[src/rtl/mvm_pkg.sv]
// mvm_pkg: definitions shared across the matrix-vector multiply engine.
//   state_t        sequencer FSM states (IDLE, RUN)
//   DEF_VEC_ADDRW  default vector RAM address width
//   DEF_MAT_ADDRW  default matrix RAM address width
package mvm_pkg;

  localparam int DEF_VEC_ADDRW = 8;
  localparam int DEF_MAT_ADDRW = 9;

  typedef enum logic {
    IDLE = 1'b0,
    RUN  = 1'b1
  } state_t;

endpackage

[src/rtl/ctrl_cnt.sv]
// ctrl_cnt: clearable up-counter with terminal-count look-ahead flags.
//   clk      in   rising-edge clock
//   rst      in   synchronous active-low reset (count -> 0)
//   clr      in   synchronous clear to 0 (priority over inc)
//   inc      in   advance count by one
//   term     in   W  terminal value (last index of the sweep dimension)
//   tc       out  count currently equals term
//   tc_next  out  count+1 equals term (next increment lands on terminal)
module ctrl_cnt #(
  parameter int W = 8
) (
  input  logic         clk,
  input  logic         rst,
  input  logic         clr,
  input  logic         inc,
  input  logic [W-1:0] term,
  output logic         tc,
  output logic         tc_next
);

  logic [W-1:0] cnt;

  always_ff @(posedge clk) begin
    if (!rst) begin
      cnt <= '0;
    end else if (clr) begin
      cnt <= '0;
    end else if (inc) begin
      cnt <= cnt + W'(1);
    end
  end

  assign tc      = (cnt == term);
  assign tc_next = ((cnt + W'(1)) == term);

endmodule

[src/rtl/ctrl.sv]
// ctrl: read-address sequencer for the matrix-vector multiply engine.
// One start pulse launches a row-major sweep: for every matrix row each vector
// word is addressed once, one beat per cycle, with accumulator framing.
//   clk                     in   rising-edge clock
//   rst                     in   synchronous active-low reset
//   start                   in   one-cycle launch pulse
//   vec_start_addr          in   first vector word address
//   vec_num_words           in   words per row (N)
//   mat_start_addr          in   first matrix word address
//   mat_num_rows_per_olane  in   rows per output lane (R)
//   vec_raddr               out  vector RAM read address
//   mat_raddr               out  matrix RAM read address
//   accum_first             out  beat is word 0 of a row
//   accum_last              out  beat is word N-1 of a row
//   ovalid                  out  address/framing beat valid
//   busy                    out  sweep in progress
module ctrl
  import mvm_pkg::*;
#(
  parameter int VEC_ADDRW = DEF_VEC_ADDRW,
  parameter int MAT_ADDRW = DEF_MAT_ADDRW,
  parameter int VEC_SIZEW = VEC_ADDRW + 1,
  parameter int MAT_SIZEW = MAT_ADDRW + 1
) (
  input  logic                 clk,
  input  logic                 rst,
  input  logic                 start,
  input  logic [VEC_ADDRW-1:0] vec_start_addr,
  input  logic [VEC_SIZEW-1:0] vec_num_words,
  input  logic [MAT_ADDRW-1:0] mat_start_addr,
  input  logic [MAT_SIZEW-1:0] mat_num_rows_per_olane,
  output logic [VEC_ADDRW-1:0] vec_raddr,
  output logic [MAT_ADDRW-1:0] mat_raddr,
  output logic                 accum_first,
  output logic                 accum_last,
  output logic                 ovalid,
  output logic                 busy
);

  state_t               state;
  logic [VEC_ADDRW-1:0] vec_base;
  logic [VEC_SIZEW-1:0] word_last;
  logic [MAT_SIZEW-1:0] row_last;
  logic                 final_beat;   // current beat is row R-1, word N-1

  logic launch;
  logic running;
  logic word_tc, word_tc_next;
  logic row_tc, row_tc_next;
  logic nxt_word_last, nxt_row_last;

  assign launch  = (state == IDLE) && start &&
                   (vec_num_words != '0) && (mat_num_rows_per_olane != '0);
  assign running = (state == RUN);

  ctrl_cnt #(.W(VEC_SIZEW)) u_word_cnt (
    .clk     (clk),
    .rst     (rst),
    .clr     (launch || (running && word_tc)),
    .inc     (running && !word_tc),
    .term    (word_last),
    .tc      (word_tc),
    .tc_next (word_tc_next)
  );

  ctrl_cnt #(.W(MAT_SIZEW)) u_row_cnt (
    .clk     (clk),
    .rst     (rst),
    .clr     (launch || (running && final_beat)),
    .inc     (running && word_tc && !final_beat),
    .term    (row_last),
    .tc      (row_tc),
    .tc_next (row_tc_next)
  );

  // Framing for the following beat is decided one cycle ahead so that every
  // output stays a plain register: a row wrap resets the word index to 0 and
  // moves the row index on by one.
  assign nxt_word_last = word_tc ? (word_last == '0) : word_tc_next;
  assign nxt_row_last  = word_tc ? row_tc_next : row_tc;

  always_ff @(posedge clk) begin
    if (!rst) begin
      state       <= IDLE;
      vec_base    <= '0;
      word_last   <= '0;
      row_last    <= '0;
      final_beat  <= 1'b0;
      vec_raddr   <= '0;
      mat_raddr   <= '0;
      accum_first <= 1'b0;
      accum_last  <= 1'b0;
      ovalid      <= 1'b0;
      busy        <= 1'b0;
    end else begin
      case (state)
        IDLE: begin
          accum_first <= 1'b0;
          accum_last  <= 1'b0;
          ovalid      <= 1'b0;
          busy        <= 1'b0;
          if (launch) begin
            state       <= RUN;
            vec_base    <= vec_start_addr;
            word_last   <= vec_num_words - VEC_SIZEW'(1);
            row_last    <= mat_num_rows_per_olane - MAT_SIZEW'(1);
            vec_raddr   <= vec_start_addr;
            mat_raddr   <= mat_start_addr;
            accum_first <= 1'b1;
            accum_last  <= (vec_num_words == VEC_SIZEW'(1));
            final_beat  <= (vec_num_words == VEC_SIZEW'(1)) &&
                           (mat_num_rows_per_olane == MAT_SIZEW'(1));
            ovalid      <= 1'b1;
            busy        <= 1'b1;
          end
        end
        RUN: begin
          if (final_beat) begin
            // Addresses hold their last value; only framing drops.
            state       <= IDLE;
            final_beat  <= 1'b0;
            accum_first <= 1'b0;
            accum_last  <= 1'b0;
            ovalid      <= 1'b0;
            busy        <= 1'b0;
          end else begin
            mat_raddr   <= mat_raddr + MAT_ADDRW'(1);
            vec_raddr   <= word_tc ? vec_base : (vec_raddr + VEC_ADDRW'(1));
            accum_first <= word_tc;
            accum_last  <= nxt_word_last;
            final_beat  <= nxt_word_last && nxt_row_last;
          end
        end
        default: state <= IDLE;
      endcase
    end
  end

endmodule

[config.mk]
export PLATFORM = sky130hd
export DESIGN_NAME = ctrl
export DESIGN_NICKNAME = d
export VERILOG_FILES = /design/src/rtl/mvm_pkg.sv /design/src/rtl/ctrl_cnt.sv /design/src/rtl/ctrl.sv
export SDC_FILE = /design/constraint.sdc
export NUM_CORES = 1
export LEC_CHECK = 0
export CORE_MARGIN = 4
export CORE_UTILIZATION = 47
export CTS_CLUSTER_DIAMETER = 100
export DETAILED_ROUTE_END_ITERATION = 10
export GPL_TIMING_DRIVEN = 0
export PLACE_DENSITY = 0.71
export SKIP_LAST_GASP = 1
export SLEW_MARGIN = 20
export SYNTH_ARGS = -nofsm -noshare
export SYNTH_HDL_FRONTEND = slang
export SYNTH_SLANG_ARGS = --single-unit
[constraint.sdc]
create_clock -name clk -period 4.8 [get_ports clk]
set_input_delay 0.72 -clock clk [delete_from_list [all_inputs] [get_ports clk]]
set_output_delay 0.72 -clock clk [all_outputs]
set_load 0.01 [all_outputs]
==> results.yml <==
drt:
  wl_per_cell_um: 16.1
  postRouteWirelength_um: 10800
  dr.pass1.iters: 4
  drt_iter0_drc: 176
  vias_per_cell: 5.57
  via_count: 3735
  postRouteAntennaNets: 0
  drc: 0
cells_and_area:
  mostFrequentLayoutCell: "nor2_1"
  most-common-layout-cells: "70 x nor2_1, 68 x dfxtp_1, 58 x clkdlybuf4s50_1, 54 x nand2_1, 36 x xnor2_1"
  fin_nets: 609
  fillCellCount: 790
  drive_gt1_share_pct: 8.14
  n_antenna_cell: 0
  stdcell_area_sq_um: 4890
  syn_to_final_growth_pct: 22.6
  fin_util_pct: 59.5
  finalNonFillerCells: 670
worst_setup_path:
  timing.rr.start: "u_word_cnt.cnt[4]"
  path_max_fanout: 10
  reg2reg_slack_ns: 2.43
  cp_data_arrival_time_ns: 3.13
  setup.worst_path.start_class: "input port"
  r2r_cells: 8
  rr_endpoint: "vec_raddr[5]"
  worstPathRequired_ns: 5.02
  worstSetupPathType: "input port to register"
  crit_path_end_kind: "register"
logic_synthesis:
  synth-seq-cells: 68
  avgSynthCellArea_sq_um: 8.08
  ys.warnings.count: 0
  synthSimpleGateAreaFrac_pct: 24.8
  synth_top_family_by_area: "simple AND/OR/NAND/NOR gates"
  synthFlopType: "dfxtp_1"
  synth-xor-area-share_pct: 12.5
  synth_mux_area_share_pct: 1.76
  seq_area_frac_synth_pct: 34.2
  syn_inst: 493
  synth_area_sq_um: 3990
  synth_compound_area_share_pct: 19.2
  synth_fp_nets: 540
  netlist.area_leader.share_pct: 34.2
  synth_area_leaders: "dfxtp_1 34%, xnor2_1 7.9%, nor2_1 6.6%, nand2_1 5.1%, a211oi_1 4.7%"
  async_reset_ff_share_pct: 0
  synth_cell_type_count: 61
  synth_edf_count: 0
  synth_largest_area_cell: "dfxtp_1"
  synth-adder-area-share_pct: 2.51
timing:
  holdWs_ns: 0.460
  tightestPinTransition_ns: 0.622
  slew_viol_final: 0
  setup_viol: 0
  fin_ws_ns: 1.90
  rsz0062_at_grt: "no"
  period_needed_ns: 2.90
  slew_headroom_pct: 58.5
  finalHoldViolCount: 0
  setup_tns_ns: 0
  period_share_pct: 60.5
  fin_skew_ns: 0.00535
  clock.fmax_mhz: 344
place:
  placed_area_sq_um: 4700
  dp.cells: 656
  dp_slack_ns: 1.56
  port-buffer-count: 58
  place.gp.congestion: 0.867
  dp_hpwl_um: 8300
floorplanning:
  die_y_um: 100
  die_w_um: 100
  floorplan.rows: 33
  fp.coreArea_sq_um: 8220
  initial_utilization_pct: 48.5
  io_pins: 60
  die-area_sq_um: 10000
clock_network:
  clock_latency_ns: 0.35
  cts_tree: "built"
  clk_pin_slew_ns: 0.07
  postCtsSetupBuffers: 0
  cts-htree-levels: 3
  numCtsBuffers: 9
  cts-root-buf: "clkbuf_8"
  ctsHoldBuffers: 0
  cts.sinks: 68
  clockBufferDepth: 2
  cts_resized: 0
power_and_ir_drop:
  p_total_mw: 1.44
  max-vdd-ir-drop_v: 0.000122
  p_leak_nw: 1.70
  p_per_area_nw_per_um2: 294
outcome:
  status: "finished, final reports clean"
global_routing:
  grt_antenna_before_repair: 0
  gr-total-overflow: 0
  grtUsageTotal_pct: 21.9
  grt_max_degree: 11
  grt_pass1_vias: 3717
  grt_pass1_wl_um: 17800
min_path:
  holdCritStartpoint: "vec_base[6]"
  whs_path_depth: 2
  min_to: "vec_base[6]"
  hold_class: "register to register"
job:
  maxCapViolCount: 0
synth_stat cells, drive strengths merged (6+ instances only):
| cell | count |
|---|---|
| nor4 | 6 |
| o31ai | 6 |
| xor2 | 21 |
| dfxtp | 68 |
| clkbuf | 10 |
| nor3 | 13 |
| ha | 8 |
| inv | 14 |
| mux2i | 7 |
| nor2 | 71 |
| nand2 | 55 |
| o211ai | 6 |
| or3 | 9 |
| and3 | 6 |
| xnor2 | 36 |
| nand3 | 16 |
| a211oi | 25 |
| o21ai | 16 |
| a21oi | 32 |
| buf | 16 |
| nand4 | 11 |
layout make-up:
class | count | area (sq um) | share of cell area (%)
buffer | 26 | 146 | 3.00
clock buffer | 12 | 155 | 3.17
clock inverter | 2 | 35.0 | 0.717
inverter | 14 | 52.6 | 1.08
multi-input combinational | 385 | 2420 | 49.6
sequential | 68 | 1360 | 27.9
tap | 105 | 131 | 2.69
timing repair buffer | 58 | 581 | 11.9
report_power, final:
part           switching, mW  total [mW]  internal [mW]
clock                  0.209       0.471          0.262
combinational          0.173       0.327          0.154
sequential            0.0389       0.639          0.601
state kept, by name (all words and copies together) (netlist names), 8 cells and up:
| register | flops |
|---|---|
| mat_raddr | 9 |
| u_word_cnt.cnt | 9 |
| u_row_cnt.cnt | 10 |
| row_last | 10 |
| vec_base | 8 |
| vec_raddr | 8 |
| word_last | 9 |
worst max path at each step:
stage | from | end | slack (ns) | depth (start not counted)
after floorplan | mat_num_rows_per_olane[1] | mat_raddr[7] | 2.21 | 10
after global placement | mat_num_rows_per_olane[0] | vec_raddr[1] | 1.57 | 12
after detailed placement | mat_num_rows_per_olane[0] | vec_raddr[5] | 1.56 | 12
after CTS | mat_num_rows_per_olane[0] | vec_raddr[5] | 1.89 | 12
after global routing | mat_num_rows_per_olane[0] | vec_raddr[5] | 1.75 | 12
final | mat_num_rows_per_olane[0] | vec_raddr[5] | 1.90 | 12
kinds of logic (layout without fill, tap and decap cells):
family / after synthesis / count (layout)
xor+xnor: 57 / 57
mux: 7 / 7
buf+inv: 40 / 112
compound gates: 110 / 110
flops: 68 / 68
simple gates: 203 / 203
fa+ha+maj: 8 / 8
routing by layer:
| layer | global-route usage (%) | part of all wire (%) | routed length, um |
|---|---|---|---|
| met5 | 0 | 0 | 0 |
| met4 | 8.60 | 2.0 | 216 |
| met3 | 4.03 | 6.9 | 738 |
| met2 | 36.9 | 47 | 5060 |
| met1 | 27.8 | 44 | 4760 |
worst max-delay path, stage by stage:
cell and delay [ns]:
clkdlybuf4s50_1 0.46, inv_1 0.08, ha_1 0.18, or3b_1 0.45, o311a_4 0.43, o31a_1 0.12, buf_6 0.14, nor2_4 0.12
buf_6 0.15, a311oi_1 0.06, a21oi_1 0.16, nor2_1 0.05
Note: power is estimated with default switching activity, not from simulation.
==> RTL edit 1 (same flow settings) <==
Change the package constant `DEF_MAT_ADDRW` from 9 to 11.
--- a/src/rtl/mvm_pkg.sv
+++ b/src/rtl/mvm_pkg.sv
@@ -6,5 +6,5 @@
 
   localparam int DEF_VEC_ADDRW = 8;
-  localparam int DEF_MAT_ADDRW = 9;
+  localparam int DEF_MAT_ADDRW = 11;
 
   typedef enum logic {
Interface: changed (resized mat_num_rows_per_olane, mat_raddr and mat_start_addr); port bits go from 60 to 66. The function was not compared with the original's and may differ.
==> RTL edit 1 against the original RTL <==
First-iteration DRC count up 34%. Critical path depth down 3. Final area up 11%. Routed wire length up 16%. Synthesized cell count up 12%. Die area up 9.5%. Sequential cell count up 6. Worst setup slack worse by 0.40 ns. Total power up 15%. Area after synthesis up 10%.
==> RTL edit 1: results (changes against the original RTL) <==
Status = finished, final reports clean
Vias in the first global route = 4146 (+12%)
Slew margin rel. = 48.0% (-11 points)
Leak Pwr = 1.90 nW (+12%)
Post-Route WL = 12500 um (+16%)
Final RePlAce weighted congestion = 0.864 (-0.25%)
Xor and xnor area share after synthesis = 10.6% (-2.0 points)
Critical R2R Launch = u_word_cnt.cnt[0]$_SDFFE_PP0P_
Post-Syn Nets = 605 (+12%)
Post-Route M1 WL = 6030 um (+27%)
# port buffers = 65 (+12%)
Crit-path max FO = 10 (unchanged)
Final nets = 681 (+12%)
Drt first pass iters = 5 (+1)
Worst path arrival time = 3.56 ns (+0.43 ns)
Placed inst area = 5190 um^2 (+10%)
Layout cells sized above 1 = 5.05% (-3.1 points)
R2r setup slk = 1.96 ns (-0.47 ns)
Post CTS Setup Buffer Count = 0 (unchanged)
Min-delay src = vec_base[7]$_SDFFE_PN0P_
Unique masters post-synth = 56 (-8.2%)
Via count = 4362 (+17%)
Met2 Usage GRT = 36.2% (-0.78 points)
Overall power = 1.66 mW (+15%)
Finished Layout Cells = 745 (+11%)
Post-Synth Adder-Cell Area = 2.28% (-0.24 points)
Final Critical Period = 3.31 ns (+0.403 ns)
Multiplexer area fraction after synthesis = 3.87% (+2.1 points)
Ys Warns = 0 (unchanged)
# fillers = 823 (+4.2%)
Peak supply drop = 155 uV (+27%)
First-pass GRT wire length = 20400 um (+15%)
Crit path launch = mat_num_rows_per_olane[5]
Cell at the slowest stage of the critical path = or4_4
Met2 wire len = 5610 um (+11%)
Sequential area share after synthesis = 33.7% (-0.48 points)
Hold_ws = 0.505 ns (+0.0445 ns)
Met3 wire len = 671 um (-9.1%)
FF-to-FF End = final_beat$_SDFFE_PN0P_
DRT iter0 DRCs = 235 (+34%)
Hpwl dp = 9420 um (+13%)
Pin count of the biggest net entering global routing = 13 (+2)
Dpl cells = 730 (+11%)
Pre-CTS WS = 1.16 ns (-0.399 ns)
Synth top area cells = dfxtp_1 34%, xnor2_1 7.6%, nor2_1 7.3%, a211oi_1 4.6%, mux2i_1 3.9%
Met3 Track Usage GR = 3.34% (-0.70 points)
P_int = 1.17 mW (+15%)
Worst Clk Skew = 0.0102 ns (+0.00485 ns)
Worst Hold Path EP = vec_base[7]$_SDFFE_PN0P_
GR Util met1 = 31.4% (+3.6 points)
Top cells by count, synth = 85 x nor2_1, 74 x dfxtp_1, 38 x xnor2_1, 36 x nand2_1
Comb. pwr = 0.370 mW (+13%)
Crit-path max cell delay = 0.56 ns (+0.10 ns)
End of the critical path = mat_raddr[4]$_SDFFE_PN0P_
Clk. pwr = 0.587 mW (+25%)
Synth Area in Compound Gates = 18.6% (-0.58 points)
Worst Reg2Reg Path Length in Cells = 9 (+1)
Largest regs = row_last (12), u_row_cnt.cnt (12), mat_raddr (11)
Gr usage total = 22.8% (+0.86 points)
Avg Inst Size Synth = 7.94 um^2 (-1.8%)
==> RTL edit 1: cell count changes after synthesis, moves of 5 or more <==
cell / unedited run / this run
mux2i_1: 7 / 17
nor2b_1: 1 / 6
dfxtp_1: 68 / 74
clkbuf_1: 10 / 26
nand2b_1: 2 / 7
nand2_1: 54 / 36
nor2_1: 70 / 85
xor2_1: 21 / 15
o21ai_0: 16 / 25
==> RTL edit 1: layout make-up <==
| class | count | area [um^2] | area share, % |
|---|---|---|---|
| Buffer | 34 | 145 | 2.68 |
| Clock buffer | 10 | 128 | 2.36 |
| Clock inverter | 5 | 104 | 1.92 |
| Inverter | 14 | 52.6 | 0.970 |
| Multi-Input combinational cell | 432 | 2720 | 50.2 |
| Sequential cell | 74 | 1480 | 27.3 |
| Tap cell | 111 | 139 | 2.56 |
| Timing Repair Buffer | 65 | 651 | 12.0 |
==> RTL edit 1: critical path, delay by kind of cell <==
family                 cells  cell delay [ns]
AND/OR/NAND/NOR            4             1.48
buffers and inverters      3             0.94
AO/OA/AOI/OAI              2             0.41
==> RTL edit 2 (same flow settings) <==
Made on the original files. Make the reset (`rst`) asynchronous in 2 clocked blocks. Comments in the files are not updated.
--- a/src/rtl/ctrl_cnt.sv
+++ b/src/rtl/ctrl_cnt.sv
@@ -21,5 +21,5 @@
   logic [W-1:0] cnt;
 
-  always_ff @(posedge clk) begin
+  always_ff @(posedge clk or negedge rst) begin
     if (!rst) begin
       cnt <= '0;
--- a/src/rtl/ctrl.sv
+++ b/src/rtl/ctrl.sv
@@ -80,5 +80,5 @@
   assign nxt_row_last  = word_tc ? row_tc_next : row_tc;
 
-  always_ff @(posedge clk) begin
+  always_ff @(posedge clk or negedge rst) begin
     if (!rst) begin
       state       <= IDLE;
Formal check against the unedited RTL: differs if rst is asserted again (counterexample within 4 cycles, from zero or initial values and one cycle with rst low); with rst held inactive, the same outputs for 10 cycles.
==> RTL edit 2 against the original RTL <==
First-iteration DRC count grew 22%. Cell count grew 4.0%. Area after synthesis grew 9.6%. Non-clock buffer count grew 8. Die area grew 8.8%. Worst setup slack lost 0.47 ns. Final area grew 8.8%. Sequential cell count is the same. Routed wire length grew 8.7%. Critical path depth shrank 2. Critical path type unchanged. Largest cell class unchanged.
Power is not compared: it rests on default switching activity, and its combinational part moved more than twofold at a synthesized area within 25%.
==> RTL edit 2: results (changes against the original RTL) <==
Status = finished, final reports clean
Xor and xnor area share after synthesis = 8.62% (-3.9 points)
Hpwl dp = 8800 um (+6.1%)
End of the critical path = vec_raddr[0]$_DFFE_PN0P_
Critical R2R Launch = running$_DFF_PN0_
Top cells by count, synth = 70 x nand2_1, 68 x dfrtp_1, 40 x a21oi_1, 35 x nor2_1, 28 x o21ai_1
Post-synth ARST share = 100% (+100 points)
Unique masters post-synth = 63 (+3.3%)
Dominant synthesized flop cell = dfrtp_1
Layout cells sized above 1 = 6.62% (-1.5 points)
Sequential area share after synthesis = 39.0% (+4.8 points)
Hold_ws = 0.210 ns (-0.250 ns)
Dpl cells = 681 (+3.8%)
Met3 Track Usage GR = 3.85% (-0.18 points)
Pin count of the biggest net entering global routing = 58 (+47)
Final nets = 631 (+3.6%)
Final RePlAce weighted congestion = 0.981 (+13%)
Finished Layout Cells = 697 (+4.0%)
Max frequency = 0.296 GHz (-14%)
Synth Area in Compound Gates = 18.6% (-0.59 points)
Met2 Usage GRT = 33.3% (-3.7 points)
Post-Syn Nets = 560 (+3.7%)
Post-Synth Adder-Cell Area = 2.29% (-0.22 points)
Avg Inst Size Synth = 8.51 um^2 (+5.3%)
Multiplexer area fraction after synthesis = 3.64% (+1.9 points)
Pre-CTS WS = 1.12 ns (-0.441 ns)
Post CTS Setup Buffer Count = 0 (unchanged)
Via density = 5.91 (+6.0%)
# port buffers = 59 (+1.7%)
Cell at the slowest stage of the critical path = a311oi_1
Worst Reg2Reg Path Length in Cells = 6 (-2)
DRT iter0 DRCs = 214 (+22%)
FF-to-FF End = u_row_cnt.cnt[7]$_DFFE_PN0P_
Worst Clk Skew = 0.0109 ns (+0.00553 ns)
Synth top area cells = dfrtp_1 39%, nand2_1 6.0%, xnor2_1 5.2%, a21oi_1 4.6%, xor2_1 3.4%
Worst path arrival time = 3.64 ns (+0.51 ns)
Worst-Margin Slew = 0.680 ns (+0.0577 ns)
R2r setup slk = 2.07 ns (-0.36 ns)
Post-DR wirelength/cell = 16.8 um (+4.4%)
Vias in the first global route = 4038 (+8.6%)
# fillers = 785 (-0.63%)
GR Util met1 = 32.4% (+4.6 points)
First-pass GRT wire length = 19900 um (+12%)
Placed inst area = 5120 um^2 (+9.0%)
## RTL edit 2: per-layer routing
layer,routed length (um),vias up,share of wire (%)
li1,-,2003,-
met1,5770,1967,49
met2,5130,128,44
met4,163,0,1.4
met3,640,20,5.5
met5,0,-,0
## RTL edit 2: where the power goes
part,total (mW),internal (mW),switching (mW)
sequential,0.894,0.711,0.183
clock,0.490,0.256,0.234
combinational,1.01,0.500,0.513
## RTL edit 2: area by class of cell
class / instances / area (um^2) / share of cell area, %
multi-input combinational: 406 / 2500 / 47.0
sequential: 68 / 1700 / 32.0
timing repair buffer: 60 / 616 / 11.6
clock buffer: 11 / 141 / 2.66
buffer: 32 / 140 / 2.63
tap: 108 / 135 / 2.54
clock inverter: 5 / 60.1 / 1.13
inverter: 7 / 26.3 / 0.494
## RTL edit 2: critical path: cells and delay by family
kind                       cells  cell delay (ns)
and+or+nand+nor                3             0.90
buffers and inverters          3             0.96
adders and majority gates      1             0.22
AOI/OAI and AO/OA              3             0.83
